`src/rtl/reg_dump_reader.sv`:
```
// Debug-side register dump engine: walks an inclusive (wrapping) address range on the
// reg_file debug port and streams each word over valid/ready with a running XOR checksum.
module reg_dump_reader #(
  parameter int unsigned addr_size = 5,
  parameter int unsigned word      = 32
) (
  input  logic                 clk,
  input  logic                 reset,
  input  logic                 start,
  input  logic                 abort,
  input  logic [addr_size-1:0] first_addr,
  input  logic [addr_size-1:0] last_addr,
  output logic [addr_size-1:0] reg_num,
  input  logic [word-1:0]      reg_tmp,
  output logic                 out_valid,
  input  logic                 out_ready,
  output logic [word-1:0]      out_data,
  output logic [addr_size-1:0] out_index,
  output logic                 busy,
  output logic                 done,
  output logic [word-1:0]      checksum
);

  typedef enum logic [1:0] {StIdle, StFetch, StSend, StDone} state_e;

  state_e                 state_q, state_d;
  logic [addr_size-1:0]   cur_q, cur_d;
  logic [addr_size-1:0]   last_q, last_d;
  logic [addr_size-1:0]   reg_num_q, reg_num_d;
  logic                   out_valid_q, out_valid_d;
  logic [word-1:0]        out_data_q, out_data_d;
  logic [addr_size-1:0]   out_index_q, out_index_d;
  logic                   busy_q, busy_d;
  logic                   done_q, done_d;
  logic [word-1:0]        checksum_q, checksum_d;
  logic [addr_size-1:0]   cur_inc;

  // Natural overflow of the address width gives the modulo-2**addr_size wrap.
  assign cur_inc = cur_q + addr_size'(1);

  always_ff @(posedge clk or posedge reset) begin
    if (reset) begin
      state_q     <= StIdle;
      cur_q       <= '0;
      last_q      <= '0;
      reg_num_q   <= '0;
      out_valid_q <= 1'b0;
      out_data_q  <= '0;
      out_index_q <= '0;
      busy_q      <= 1'b0;
      done_q      <= 1'b0;
      checksum_q  <= '0;
    end else begin
      state_q     <= state_d;
      cur_q       <= cur_d;
      last_q      <= last_d;
      reg_num_q   <= reg_num_d;
      out_valid_q <= out_valid_d;
      out_data_q  <= out_data_d;
      out_index_q <= out_index_d;
      busy_q      <= busy_d;
      done_q      <= done_d;
      checksum_q  <= checksum_d;
    end
  end

  always_comb begin
    state_d     = state_q;
    cur_d       = cur_q;
    last_d      = last_q;
    reg_num_d   = reg_num_q;
    out_valid_d = out_valid_q;
    out_data_d  = out_data_q;
    out_index_d = out_index_q;
    busy_d      = busy_q;
    done_d      = 1'b0;
    checksum_d  = checksum_q;

    if (abort) begin
      // Abort wins over start and over a coincident handshake; checksum keeps partial value.
      state_d     = StIdle;
      out_valid_d = 1'b0;
      busy_d      = 1'b0;
    end else begin
      unique case (state_q)
        StIdle: begin
          if (start) begin
            cur_d      = first_addr;
            last_d     = last_addr;
            reg_num_d  = first_addr;
            checksum_d = '0;
            busy_d     = 1'b1;
            state_d    = StFetch;
          end
        end
        StFetch: begin
          out_data_d  = reg_tmp;
          out_index_d = cur_q;
          out_valid_d = 1'b1;
          state_d     = StSend;
        end
        StSend: begin
          if (out_ready) begin
            checksum_d  = checksum_q ^ out_data_q;
            out_valid_d = 1'b0;
            if (cur_q == last_q) begin
              busy_d  = 1'b0;
              done_d  = 1'b1;
              state_d = StDone;
            end else begin
              cur_d     = cur_inc;
              reg_num_d = cur_inc;
              state_d   = StFetch;
            end
          end
        end
        StDone: begin
          state_d = StIdle;
        end
        default: begin
          state_d = StIdle;
        end
      endcase
    end
  end

  assign reg_num   = reg_num_q;
  assign out_valid = out_valid_q;
  assign out_data  = out_data_q;
  assign out_index = out_index_q;
  assign busy      = busy_q;
  assign done      = done_q;
  assign checksum  = checksum_q;

endmodule

```
`config.mk`:
```
export PLATFORM = sky130hd
export DESIGN_NAME = reg_dump_reader
export DESIGN_NICKNAME = d
export VERILOG_FILES = /design/src/rtl/reg_dump_reader.sv
export SDC_FILE = /design/constraint.sdc
export NUM_CORES = 1
export LEC_CHECK = 0
export CORE_MARGIN = 2
export CORE_UTILIZATION = 49
export DETAILED_ROUTE_END_ITERATION = 12
export PLACE_DENSITY_LB_ADDON = 0.15
export SKIP_CTS_REPAIR_TIMING = 1
export SLEW_MARGIN = 20
export SYNTH_ARGS = -nofsm -noshare
export SYNTH_HDL_FRONTEND = slang
export SYNTH_SLANG_ARGS = --single-unit
```
`constraint.sdc`:
```
create_clock -name clk -period 7.9 [get_ports clk]
set_clock_uncertainty 0.05 [all_clocks]
set_input_delay 1.58 -clock clk [delete_from_list [all_inputs] [get_ports clk]]
set_output_delay 1.58 -clock clk [all_outputs]
set_load 0.02 [all_outputs]
```
Word-level counts from Yosys, hierarchy flattened
Index checks and enable logic that the tools add are counted.
Word-level totals
  input bits: 47
  bits in registers: 84
Cells by class
  muxes and demuxes: 24
  bitwise gates (word level): 2
  $add $sub $neg: 1
  reduce and logical (&&, ||, !) cells: 11
  eq/ne operators: 10
Operators with widths (count)
  two-way mux 32 bit: 2
  one-hot mux 32 bit (2 select lines): 1
  XOR 32 bit: 1
  two-way mux 5 bit: 3
  two-way mux 1 bit: 10
  one-hot mux 5 bit (2 select lines): 1
  != test 3 bit (second input constant): 3
  two-way mux 2 bit: 4
  one-hot mux 2 bit (4 select lines): 1
  AND reduction 4 bit: 2
  != test 2 bit (second input constant): 3
  AND reduction 2 bit: 3
  nonzero test 3 bit: 2
  adder 5 x 1 -> 5 bit (second input constant): 1
  == test 5 bit: 1
  AND reduction 5 bit: 1
  == test 2 bit (second input constant): 2
  one-hot mux 1 bit (2 select lines): 2
  AND reduction 3 bit: 1
  == test 2 x 1 -> 1 bit (second input constant): 1
  logical NOT 2 bit: 1
  nonzero test 2 bit: 1
  NOT 1 bit: 1

Longest topological paths before layout
  depth after elaboration: 5
  gate-level depth with buffers: 6

Worst setup path before layout
No wires, ideal clock.
  kind: input-to-reg
  from: input abort
  to: register reg_num_q[1], in the netlist reg_num[1]
  buffers on the path: 1
  arrival time: 2.581 ns
  setup time: 0.125 ns
  setup slack: 5.144 ns
  cell stages on the path: 5
  cells stage by stage: buf_4 -> nor2_2 -> nand2_4 -> a31oi_4 -> mux2_4
On the way
  longest elaborated chain between the ends: 2
RTL lines
  start: declaration: RTL line 10  | input logic abort,
  NOT 1 bit (no source line)
  AND reduction 5 bit (no source line)
  end signal: assignment: RTL line 57  | reg_num_q <= reg_num_d;
  end: declaration: RTL line 29  | logic [addr_size-1:0] reg_num_q, reg_num_d;
No other way between the ends.
A chain may end at the register's enable or synchronous reset.

Worst setup path after layout
Ends and elaborated chain as after synthesis.

==> impl_metrics.csv <==
group,metric,value,unit
worst_setup_path,cp.required,8.08,ns
clock_tree,cts_root_buf,"clkbuf_8",
layout,drive_above_1_share,17.1,%
timing,finalSetupViolations,0,
clock_tree,tritoncts.num_buffers,9,
clock_tree,clk_pin_slew,0.09,ns
placed_design,placement.setup.worst_slack,4.28,ns
outcome,outcome,"finished, final reports clean",
floorplan,die_w,91.0,um
route,routed_via_count,2726,
layout,syn_to_final_growth,39.6,%
grt,antenna_violations_before_repair,0,
timing,timing.final.crit_period,3.27,ns
route,vias_per_cell,5.18,
clock_tree,clock_latency,0.35,ns
route,drt-initial-drc-count,131,
placed_design,hpwlAfterDp,5720,um
worst_setup_path,timing.reg2reg.setup_slack,5.99,ns
hold_path,whs_path_depth,1,
grt,grt_max_degree,85,
hold_path,hold_path_class,"reg2reg",
placed_design,gp_congestion,0.789,
route,route.antenna.remaining_nets,0,
timing,post_route_setup_tns,0,ns
floorplan,coreArea,7290,um^2
power,vdd.ir_drop.worst,0.000153,V
layout,mostFrequentLayoutCell,"clkdlybuf4s50_1",
yosys,synth.cell_area,3710,um^2
flow_run,number_of_max_cap_violations,0,
grt,first_global_vias,2744,
grt,grt.total_usage,20.5,%
power,cellPowerDensity,342,nW/um^2
worst_setup_path,cp-end-kind,"register",
placed_design,io_buffer_count,123,
yosys,mappedNetlistNets,349,
yosys,postSynthCellCount,301,
grt,grt_pass1_wl,13500,um
clock_tree,clkSinkCount,84,
timing,maxSlewViolCount,0,
timing,relSlewSlack,51.0,%
yosys,netlist-cell-type-count,34,
floorplan,effective_utilization_at_floorplan,50.9,%
route,routedWlPerCell,16.0,um
floorplan,floorplan.die.height,91.0,um
grt,grt.overflow.total,0,
worst_setup_path,path_class,"in2reg",
layout,diodes,0,
yosys,synth-warning-count,0,
yosys,synth-seq-area-share,56.6,%
clock_tree,h-tree-depth,3,
floorplan,pin_count,124,
power,post_route_total_power,1.77,mW
power,cellLeakagePower,2.19,nW
route,routed_wirelength,8410,um
clock_tree,cts_tree,"done",
floorplan,design.die.area,8290,um^2
worst_setup_path,worst-path-max-fanout,34,
route,post-route-drc-count,0,
yosys,synth_area_per_cell,12.3,um^2
timing,fmaxAchievable,0.306,GHz
yosys,ys_seq_elements,84,
clock_tree,clockBufferDepth,2,
worst_setup_path,worst-r2r-cell-count,3,
layout,design.final.nets,470,
timing,grt_setup_unrepaired,"false",
timing,final.period_utilization,41.4,%
floorplan,placement_rows,31,
worst_setup_path,arrival_time_of_data_at_the_critical_path_endpoint,3.44,ns
route,drt_pre_antenna_iters,4,
timing,worst_slew_pin_slew,0.734,ns
worst_setup_path,worstSetupStartpointType,"primary input",
timing,hold_violations,0,
timing,postLayoutSetupSlackWorst,4.63,ns
layout,commonest_non_fill_non_tap_cells_in_the_layout,"123 x clkdlybuf4s50_1, 84 x dfrtp_1, 40 x mux2_2",
state kept, by name (all words and copies together), names as in the netlist:
register,cells
out_valid,1
last_q,5
reg_num,5
state_q,2
busy,1
checksum,32
out_data,32
out_index,5
done,1
worst max-delay path, stage by stage:
cell and delay (ns):
clkdlybuf4s50_1 0.63, nor2_2 0.17, buf_4 0.37, nand2_4 0.13, a31oi_4 0.25, mux2_4 0.32
through the flow:
| step | instances | hold WS (ns) | utilization [%] | area [um^2] |
|---|---|---|---|---|
| 3_5_place_dp | 510 | 0.450 | 68.3 | 4980 |
| 5_1_grt | 526 | 0.488 | 71.1 | 5180 |
| 6_report | 526 | 0.468 | 71.1 | 5180 |
| 4_1_cts | 526 | 0.469 | 71.0 | 5180 |
| 2_1_floorplan | 301 | 0.451 | - | 3710 |
| 3_3_place_gp | 510 | 0.444 | 68.3 | 4980 |
cell usage after synthesis, drive strengths merged:
cell | instances | area share (%)
a22o | 1 | 0.24
buf | 17 | 3.4
xor2 | 37 | 8.7
o2bb2ai | 1 | 0.24
nor4b | 1 | 0.24
nand2b | 2 | 0.61
nand2 | 7 | 0.91
o21a | 1 | 0.20
nor2 | 42 | 5.1
o21ai | 1 | 0.13
nand3 | 36 | 4.9
ha | 1 | 0.34
nor3 | 1 | 0.13
nor3b | 1 | 0.20
a31oi | 3 | 0.91
inv | 5 | 0.51
a2bb2oi | 3 | 0.71
a31o | 1 | 0.24
a311oi | 4 | 0.94
mux2 | 44 | 14
nor2b | 2 | 0.34
dfrtp | 84 | 57
a21oi | 3 | 0.40
o22ai | 3 | 0.51
final timing paths:
kind	endpoint	startpoint
setup / recovery	reg_num[1]$_DFFE_PP0P_	abort
hold / removal	out_index[0]$_DFFE_PP0P_	out_index[0]$_DFFE_PP0P_
setup reg to reg	out_data[29]$_DFFE_PP0P_	state_q[1]$_DFFE_PP0P_
hold reg to reg	out_index[0]$_DFFE_PP0P_	out_index[0]$_DFFE_PP0P_
max in group asynchronous	reg_num[0]$_DFFE_PP0P_	reset
min in group asynchronous	checksum[22]$_DFFE_PP0P_	reset
report_power, final:
part / switching [mW] / internal [mW] / total [mW]
clock network: 0.150 / 0.155 / 0.306
logic: 0.375 / 0.387 / 0.763
registers: 0.125 / 0.581 / 0.706
cell type report:
| type | instances | area [um^2] |
|---|---|---|
| clock inverters | 5 | 58.8 |
| repair buffers | 127 | 1260 |
| multi-input cells | 195 | 1470 |
| well taps | 99 | 124 |
| inverters | 5 | 20.0 |
| fillers | 565 | 2110 |
| flip-flops and latches | 84 | 2100 |
| clock buffers | 11 | 141 |
metal layers:
metal,GRT usage (%),wire (um),up-vias
met3,3.24,347,11
met2,34.9,4460,81
met5,0,0,-
met1,25.8,3440,1365
li1,-,-,1269
met4,9.47,158,0
kinds of logic (layout without fill, tap and decap cells):
family | count (synthesis) | in the layout | synth area share, %
buffers and inverters | 22 | 148 | 3.88
adders and majority gates | 1 | 1 | 0.337
xor gates and xnor gates | 37 | 37 | 8.73
AOI/OAI and AO/OA | 21 | 21 | 4.52
and+or+nand+nor | 92 | 92 | 12.4
DFF | 84 | 84 | 56.6
muxes | 44 | 44 | 13.5
Note: power is estimated with default switching activity, not from simulation.
